$ cat src/rtl/interleaved_fifo_pkg.sv
// Shared constants and helpers for the two-bank interleaved FIFO controller.
package interleaved_fifo_pkg;

    localparam int RAM_RD_LAT     = 2;
    localparam int PREFETCH_DEPTH = 3;

    // Even pointers live in bank 0, odd pointers in bank 1.
    function automatic logic bank_sel(input logic [31:0] ptr);
        return (ptr & 32'd1) != 32'd0;
    endfunction

endpackage

$ cat src/rtl/interleaved_fifo_ctrl_ram.sv
// Single-port bank RAM: one read or write per cycle, registered address and data (2-cycle read).
module single_port_RAM #(
    parameter int  DATA_WIDTH = 8,
    parameter int  DEPTH      = 128,
    localparam int AW         = $clog2(DEPTH)
) (
    input  logic                  clk,
    input  logic                  rst_n,
    input  logic                  en,
    input  logic                  we,
    input  logic [AW-1:0]         addr,
    input  logic [DATA_WIDTH-1:0] wdata,
    output logic [DATA_WIDTH-1:0] rdata
);

    logic [DATA_WIDTH-1:0] mem [DEPTH];
    logic [AW-1:0]         rd_addr_q, rd_addr_d;
    logic [DATA_WIDTH-1:0] rdata_q, rdata_d;

    always_comb begin
        rd_addr_d = rd_addr_q;
        if (en && !we) begin
            rd_addr_d = addr;
        end
        rdata_d = mem[rd_addr_q];
    end

    // NOTE: the storage array has no reset; contents survive rst_n and only the pipeline is cleared.
    always_ff @(posedge clk) begin
        if (en && we) begin
            mem[addr] <= wdata;
        end
    end

    always_ff @(posedge clk or negedge rst_n) begin
        if (!rst_n) begin
            rd_addr_q <= '0;
            rdata_q   <= '0;
        end else begin
            rd_addr_q <= rd_addr_d;
            rdata_q   <= rdata_d;
        end
    end

    assign rdata = rdata_q;

endmodule

$ cat src/rtl/interleaved_fifo_ctrl.sv
// FIFO over two interleaved single-port banks with a 3-entry prefetch buffer feeding registered outputs.
module interleaved_fifo_ctrl
    import interleaved_fifo_pkg::*;
#(
    parameter int DATA_WIDTH = 8,
    parameter int FIFO_DEPTH = 256
) (
    input  logic                        clk,
    input  logic                        rst_n,
    input  logic [DATA_WIDTH-1:0]       in_data,
    input  logic                        in_valid,
    output logic                        in_ready,
    output logic [DATA_WIDTH-1:0]       out_data,
    output logic                        out_valid,
    input  logic                        out_ready,
    output logic [$clog2(FIFO_DEPTH):0] level
);

    localparam int LB         = $clog2(FIFO_DEPTH);
    localparam int PW         = LB + 1;
    localparam int BANK_WORDS = FIFO_DEPTH / 2;
    localparam int OCC_W      = $clog2(PREFETCH_DEPTH + 1);
    localparam int CW         = OCC_W + 1;

    logic [PW-1:0]         wr_q, wr_d, rd_q, rd_d, level_q, level_d;
    logic                  init_q, init_d;
    logic [RAM_RD_LAT-1:0] vld_q, vld_d, bnk_q, bnk_d;
    logic [DATA_WIDTH-1:0] pf_q [PREFETCH_DEPTH];
    logic [DATA_WIDTH-1:0] pf_d [PREFETCH_DEPTH];
    logic [OCC_W-1:0]      occ_q, occ_d;

    logic                  rd_bank, wr_bank, pop, push, issue, conflict, ready;
    logic [CW-1:0]         in_flight, held;
    logic [1:0]            bank_en, bank_we;
    logic [LB-2:0]         bank_addr  [2];
    logic [DATA_WIDTH-1:0] bank_rdata [2];
    logic [DATA_WIDTH-1:0] ret_data;

    // NOTE: every always_comb output gets a default first so no path leaves it unassigned (no latch).
    always_comb begin
        rd_bank   = bank_sel(32'(rd_q));
        wr_bank   = bank_sel(32'(wr_q));
        pop       = (occ_q != '0) && out_ready;
        in_flight = '0;
        for (int i = 0; i < RAM_RD_LAT; i++) begin
            in_flight = in_flight + CW'(vld_q[i]);
        end
        // A slot freed by this cycle's pop can be refilled by this cycle's issue.
        held     = CW'(occ_q) + in_flight;
        issue    = (rd_q != wr_q) && ((held - CW'(pop)) < CW'(PREFETCH_DEPTH));
        conflict = issue && (rd_bank == wr_bank);
        ready    = init_q && (level_q < PW'(FIFO_DEPTH)) && !conflict;
        push     = in_valid && ready;
    end

    always_comb begin
        bank_en = '0;
        bank_we = '0;
        for (int b = 0; b < 2; b++) begin
            bank_en[b]   = (issue && rd_bank == 1'(b)) || (push && wr_bank == 1'(b));
            bank_we[b]   = push && (wr_bank == 1'(b));
            bank_addr[b] = (issue && rd_bank == 1'(b)) ? rd_q[LB-1:1] : wr_q[LB-1:1];
        end
    end

    always_comb begin
        wr_d    = push  ? wr_q + PW'(1) : wr_q;
        rd_d    = issue ? rd_q + PW'(1) : rd_q;
        level_d = level_q + PW'(push) - PW'(pop);
        init_d  = 1'b1;
        vld_d   = {vld_q[RAM_RD_LAT-2:0], issue};
        bnk_d   = {bnk_q[RAM_RD_LAT-2:0], rd_bank};
    end

    // NOTE: blocking assignments here build the next buffer image step by step: shift on pop, then append.
    always_comb begin
        ret_data = bank_rdata[bnk_q[RAM_RD_LAT-1]];
        pf_d     = pf_q;
        occ_d    = occ_q;
        if (pop) begin
            for (int i = 0; i < PREFETCH_DEPTH - 1; i++) begin
                pf_d[i] = pf_q[i+1];
            end
            occ_d = occ_q - OCC_W'(1);
        end
        if (vld_q[RAM_RD_LAT-1]) begin
            pf_d[occ_d] = ret_data;
            occ_d       = occ_d + OCC_W'(1);
        end
    end

    // NOTE: sequential state uses non-blocking assignments so all flops sample the same pre-edge values.
    always_ff @(posedge clk or negedge rst_n) begin
        if (!rst_n) begin
            wr_q    <= '0;
            rd_q    <= '0;
            level_q <= '0;
            init_q  <= 1'b0;
        end else begin
            wr_q    <= wr_d;
            rd_q    <= rd_d;
            level_q <= level_d;
            init_q  <= init_d;
        end
    end

    always_ff @(posedge clk or negedge rst_n) begin
        if (!rst_n) begin
            vld_q <= '0;
            bnk_q <= '0;
        end else begin
            vld_q <= vld_d;
            bnk_q <= bnk_d;
        end
    end

    always_ff @(posedge clk or negedge rst_n) begin
        if (!rst_n) begin
            occ_q <= '0;
            for (int i = 0; i < PREFETCH_DEPTH; i++) begin
                pf_q[i] <= '0;
            end
        end else begin
            occ_q <= occ_d;
            pf_q  <= pf_d;
        end
    end

    for (genvar b = 0; b < 2; b++) begin : g_bank
        single_port_RAM #(DATA_WIDTH, BANK_WORDS) u_ram (
            .clk   (clk),
            .rst_n (rst_n),
            .en    (bank_en[b]),
            .we    (bank_we[b]),
            .addr  (bank_addr[b]),
            .wdata (in_data),
            .rdata (bank_rdata[b])
        );
    end

    assign in_ready  = ready;
    assign out_valid = (occ_q != '0);
    assign out_data  = pf_q[0];
    assign level     = level_q;

endmodule

$ cat config.mk
export PLATFORM = sky130hd
export DESIGN_NAME = interleaved_fifo_ctrl
export DESIGN_NICKNAME = d
export VERILOG_FILES = /design/src/rtl/interleaved_fifo_pkg.sv /design/src/rtl/interleaved_fifo_ctrl_ram.sv /design/src/rtl/interleaved_fifo_ctrl.sv
export SDC_FILE = /design/constraint.sdc
export NUM_CORES = 2
export LEC_CHECK = 0
export BUFFER_PORTS_ARGS = -buffer_cell sky130_fd_sc_hd__buf_2
export CELL_PAD_IN_SITES_DETAIL_PLACEMENT = 1
export CELL_PAD_IN_SITES_GLOBAL_PLACEMENT = 1
export CORE_ASPECT_RATIO = 0.9
export CORE_UTILIZATION = 50
export DETAILED_ROUTE_END_ITERATION = 6
export PLACE_DENSITY_LB_ADDON = 0.1
export SYNTH_ARGS = -nofsm -noshare
export SYNTH_HDL_FRONTEND = slang
export SYNTH_HIERARCHICAL = 1
export SYNTH_SLANG_ARGS = --single-unit
$ cat constraint.sdc
create_clock -name clk -period 10.4 [get_ports clk]
set_input_delay 1.56 -clock clk [delete_from_list [all_inputs] [get_ports clk]]
set_output_delay 1.56 -clock clk [all_outputs]
set_load 0.02 [all_outputs]
[Word-level counts from Yosys, hierarchy flattened]
Memory sizes are Yosys's and may differ from the RTL's. A register that Yosys moved wholly into a read port is not among the register bits.
Index checks and enable logic that the tools add are counted.
Cells by class
  equal/unequal tests: 2
  reductions and logical operators: 23
  mux-type cells: 16
  magnitude comparators: 5
  add/subtract/negate cells: 9
  bitwise operators: 4
Operator list (count)
  $mux 8: 4
  $bwmux 24: 1
  $mux 24: 1
  $add 9x1->9 const B: 2
  $demux 8 s2: 1
  $mux 16: 1
  $logic_and 1x1->1: 15
  $mux 7: 2
  $add 9x1->9: 1
  $lt 9x9->1 const B: 1
  $ne 9x9->1: 1
  $sub 9x1->9: 1
  $logic_not 1->1: 5
  $mux 1: 4
  $mux 2: 2
  $add 2x2->3: 1
  $ge 3x3->1 const B: 1
  $lt 3x1->1 const B: 1
  $lt 3x2->1 const B: 1
  $not 2->3: 1
  $sub 3x1->3: 1
  $add 1x1->2: 1
  $add 2x1->2 const B: 1
  $ge 2x2->1 const B: 1
  other kinds (6): 8
Storage, ports and cells
  logic and storage cells: 73
  memories: 2
  input bits: 12
  flip-flop bits (word level): 72
  bits in writable memories: 2048
  output and inout bits: 19
Memory list
  g_bank[0].u_ram.mem: depth 128, bits a word 8, read ports 1, clocked after memory_dff 1, write ports 1, line interleaved_fifo_ctrl_ram.sv:16  | logic [DATA_WIDTH-1:0] mem [DEPTH];
  g_bank[1].u_ram.mem: depth 128, bits a word 8, read ports 1, clocked after memory_dff 1, write ports 1, line interleaved_fifo_ctrl_ram.sv:16

[Depth between registers and ports, before layout]
  depth in word-level cells: 14
  depth in mapped cells: 22
  mapped depth without buffers: 20

[Hierarchy]
The synthesis kept the hierarchy.
By module, submodules not included
  single_port_RAM: area an instance 39970.8 sq um, seq. area each 31124.9 sq um, cells an instance 1651, instances 2
  interleaved_fifo_ctrl: area an instance 3377.0 sq um, seq. area each 1451.4 sq um, cells an instance 305, instances 1

[Worst setup path before layout]
No wires, ideal clock.
  kind: input to register
  start: in out_ready
  end: mem g_bank[1].u_ram.mem[25][0] (enable)
  slack: 4.368 ns
  cell stages on the path: 16
  setup time: 0.371 ns
  data arrival time: 5.662 ns
  required time: 10.029 ns
  buffers on the path: 3
  cell sequence: nor2b_1 -> buf_1 -> ha_1 -> fa_1 -> inv_1 -> fa_1 -> inv_1 -> o21ai_1 -> a311oi_2 -> buf_4 -> mux2_1 -> or3b_2 -> inv_1 -> nand2_1 -> clkbuf_1 -> nor2_1
RTL lines
  start, declared: line interleaved_fifo_ctrl.sv:15  | input logic out_ready,
  end, declared: line interleaved_fifo_ctrl_ram.sv:16

[Worst setup path after layout]
  start: in out_ready
  end: mem g_bank[1].u_ram.mem[38][1] (enable)
Between the ends
  longest elaborated chain between the ends: 13
  elaborated cells between the ends (all ways): 15
  those cells by class: add/sub: 1; order compare: 1; mux: 3; reduce/logical: 10
RTL lines
  $logic_and 1x1->1 *: line interleaved_fifo_ctrl.sv:43  | pop = (occ_q != '0) && out_ready;
  $sub 3x1->3 *: line interleaved_fifo_ctrl.sv:50  | issue = (rd_q != wr_q) && ((held - CW'(pop)) < CW'(PREFETCH_DEPTH));
  $lt 3x2->1 *: line interleaved_fifo_ctrl.sv:50
  $logic_and 1x1->1 *: line interleaved_fifo_ctrl.sv:50
  $logic_and 1x1->1: line interleaved_fifo_ctrl.sv:51  | conflict = issue && (rd_bank == wr_bank);
  $logic_not 1->1: line interleaved_fifo_ctrl.sv:52  | ready = init_q && (level_q < PW'(FIFO_DEPTH)) && !conflict;
  $logic_and 1x1->1: line interleaved_fifo_ctrl.sv:52
  $logic_and 1x1->1: line interleaved_fifo_ctrl.sv:53  | push = in_valid && ready;
  $logic_and 1x1->1: line interleaved_fifo_ctrl.sv:60  | bank_en[b] = (issue && rd_bank == 1'(b)) || (push && wr_bank == 1'(b));
  $logic_or 1x1->1 *: line interleaved_fifo_ctrl.sv:60
  via bank_en[1]: line interleaved_fifo_ctrl.sv:34  | logic [1:0] bank_en, bank_we;
  $logic_and 1x1->1 *: line interleaved_fifo_ctrl_ram.sv:30  | if (en && we) begin
  $mux 1 *: line interleaved_fifo_ctrl_ram.sv:30
  $mux 1 (not written as such) *: line interleaved_fifo_ctrl_ram.sv:31  | mem[addr] <= wdata;
Mark *: on every way through the listed nets, which the timed path passes. The rest lies on a longest branch.

==> impl_metrics.ini <==
[final_layout]
syn_to_final_growth_pct = 11.4
fillers = 13652
drive_gt1_share_pct = 29.6
design_area_sq_um = 92800
final_nets = 3735
final_cell_mix = edfxtp_1 (2048), mux4_2 (672), nor2_1 (287)
layout_commonest_cell = edfxtp_1

[die]
fp.coreArea_sq_um = 165000
die_w_microns = 432
start_util_pct = 50.6
pin_count = 31
rows = 141
dieHeight_microns = 389
dieArea_sq_um = 168000

[setup_path]
cp.required_ns = 10.85
worstSetupPathType = in2reg
cp.arrival_ns = 7.16
critPathCaptureType = register
regToRegEndpoint = g_bank[1].u_ram/mem[38][1]
path_max_fanout = 21
reg2regPathDepth = 16
reg2reg_slack_ns = 3.80
reg2reg_from = occ_q[1]
startpoint_type = input pin

[synth]
netlist_instances = 3607
ys_top_cells_by_area = edfxtp_1 (74%), mux4_2 (18%), dfrtp_1 (2.6%)
avgSynthCellArea_sq_um = 23.1
synth.largest_area_cell = edfxtp_1
ys_ff_latch = 2136
ys_seq_area_share_pct = 76.5
synth_nets = 3638
ys.warnings.count = 6
synthArstFlopShare_pct = 4.12
synth_top_area_share_pct = 73.8
syn_area_sq_um = 83300
yosysUniqueCellTypes = 48
synth-edff-count = 2048
synth_ff_type = edfxtp_1

[hold_path]
min_from = bnk_q[0]
hold_path.class = reg2reg
hold_end = bnk_q[1]
min_path_cells = 0

[detailed_routing]
ant_nets = 0
routed_wl_microns = 212000
wl_per_cell_microns = 34.8
drc_errors = 0
drtIter0Drc = 4944
num_vias = 38876
viasPerCell = 6.37
drt_pass1_iterations = 6

[power_and_ir_drop]
ir_drop_mv = 0.320
power.density_nw_per_um2 = 251
leakagePower_nw = 28.4

[clock_tree]
post_cts_buffers = 0
worst_skew_pair.late_latency_ns = 0.82
clk_pin_slew_ns = 0.06
cts_max_level = 4
cts_inserted_buffers = 210
cts_resized = 0
cts_tree = yes
cts_sinks = 2136
cts-root-buf = clkbuf_16
cts_buffer_depth = 3
cts_hold_buf = 0

[placed_design]
dpl_cell_area_sq_um = 85900
dp_slack_ns = 2.93
hpwlAfterDp_microns = 131000
numPortBuffers = 30
gp_congestion = 0.839

[sta]
finalCritPeriodShare_pct = 64.5
rsz0062_at_grt = no
fin_setup_tns_ns = 0
setup_ws_ns = 3.70
clock_skew_ns = 0.0361
fmax_ghz = 0.149
hold_viol_final = 0
max_slew.worst_pin.slew_ns = 1.17
timing.slew.headroom_pct = 21.5
period_minus_slack_ns = 6.70
slew_violations = 0
setup_viol = 0

[flow_run]
cap_violations = 0

[status]
status = finished clean

[global_route]
grt_max_degree = 161
grt_overflow = 0
grt_usage_pct = 25.6
antenna_found_initial = 10
first_global_vias = 39730
grt_pass1_wl_microns = 305000
area by class of cell:
class,count,area [sq um],share of cell area (%)
flip-flops and latches,2136,63700,68.6
multi-input cells,1245,18600,20.1
clock buffers,250,5490,5.91
well taps,2216,2770,2.99
clock inverters,140,1410,1.52
repair buffers,85,711,0.765
inverters,26,97.6,0.105
diodes,3,7.51,0.00809
synth_stat cells (13+ instances only):
| library cell | n |
|---|---|
| a21oi_1 | 18 |
| buf_1 | 38 |
| buf_2 | 43 |
| buf_4 | 18 |
| clkbuf_1 | 96 |
| dfrtp_1 | 88 |
| edfxtp_1 | 2048 |
| ha_1 | 16 |
| inv_1 | 26 |
| mux2_2 | 49 |
| mux2i_1 | 17 |
| mux4_2 | 672 |
| nand2_1 | 29 |
| nand3_1 | 24 |
| nand4_1 | 13 |
| nor2_1 | 287 |
| nor2b_1 | 13 |
| xnor2_1 | 25 |
where the power goes:
group / internal [mW] / switching, mW
clock: 4.32 / 3.24
sequential: 9.60 / 0.360
combinational: 2.74 / 3.09
total: 16.7 / 6.68
how the worst max path moves through the flow:
stage | endpoint | depth (start not counted) | from | slack, ns
finish | g_bank[1].u_ram/mem[38][1] | 15 | out_ready | 3.70
CTS | g_bank[1].u_ram/mem[38][6] | 15 | out_ready | 3.82
detailed placement | g_bank[1].u_ram/mem[38][1] | 15 | out_ready | 2.93
global route | g_bank[1].u_ram/mem[4][7] | 15 | out_ready | 3.54
floorplan | g_bank[1].u_ram/mem[25][0] | 16 | out_ready | 4.37
global placement | g_bank[1].u_ram/mem[38][1] | 15 | out_ready | 2.90
per-layer routing:
metal	up-vias	wire length (microns)	track usage, %
met5	-	34	0
met4	4	3300	5.04
met3	245	18400	5.24
met2	1934	97400	38.0
met1	21310	92900	39.9
li1	15383	-	-
state kept, by name (all words and copies together) (netlist names), named ones only:
name                    flops
level                       9
g_bank.u_ram/rd_addr_q     14
vld_q                       2
occ_q                       2
init_q                      1
out_data                    8
pf_q                        8
g_bank.u_ram/mem         2048
g_bank.u_ram/rdata         16
bnk_q                       2
rd_q                        9
wr_q                        9
kinds of logic (layout without fill, tap and decap cells):
kind of cell	Yosys count	in the layout	synth area share, %
flip-flops	2136	2136	76.5
multiplexers	750	750	19.2
adder cells (fa/ha/maj)	19	19	0.312
other	1	4	0.00450
AO/OA/AOI/OAI	36	36	0.285
AND/OR/NAND/NOR	403	403	2.13
XOR/XNOR	36	36	0.378
buffers and inverters	226	501	1.21
worst max-delay path: stages:
cell      delay (ns)
buf_2           0.09
nor2b_2         0.12
buf_4           0.32
ha_1            0.31
fa_1            0.37
inv_1           0.07
fa_1            0.42
inv_1           0.08
o21ai_1         0.19
a311oi_2        0.82
o21bai_1        0.22
and2_1          0.43
nand4b_1        0.97
buf_4           0.55
nor2_1          0.60
through the flow:
step                util [%]  std cells  power, mW  hold slack [ns]
finish                  56.3       6101       23.3            0.359
CTS                     56.3       6098       23.5            0.358
global placement        52.2       5708       15.9            0.341
global route            56.3       6100       24.1            0.376
detailed placement      52.2       5708       16.0            0.345
floorplan                  -       3607       14.1            0.331
Note: power is estimated with default switching activity, not from simulation.
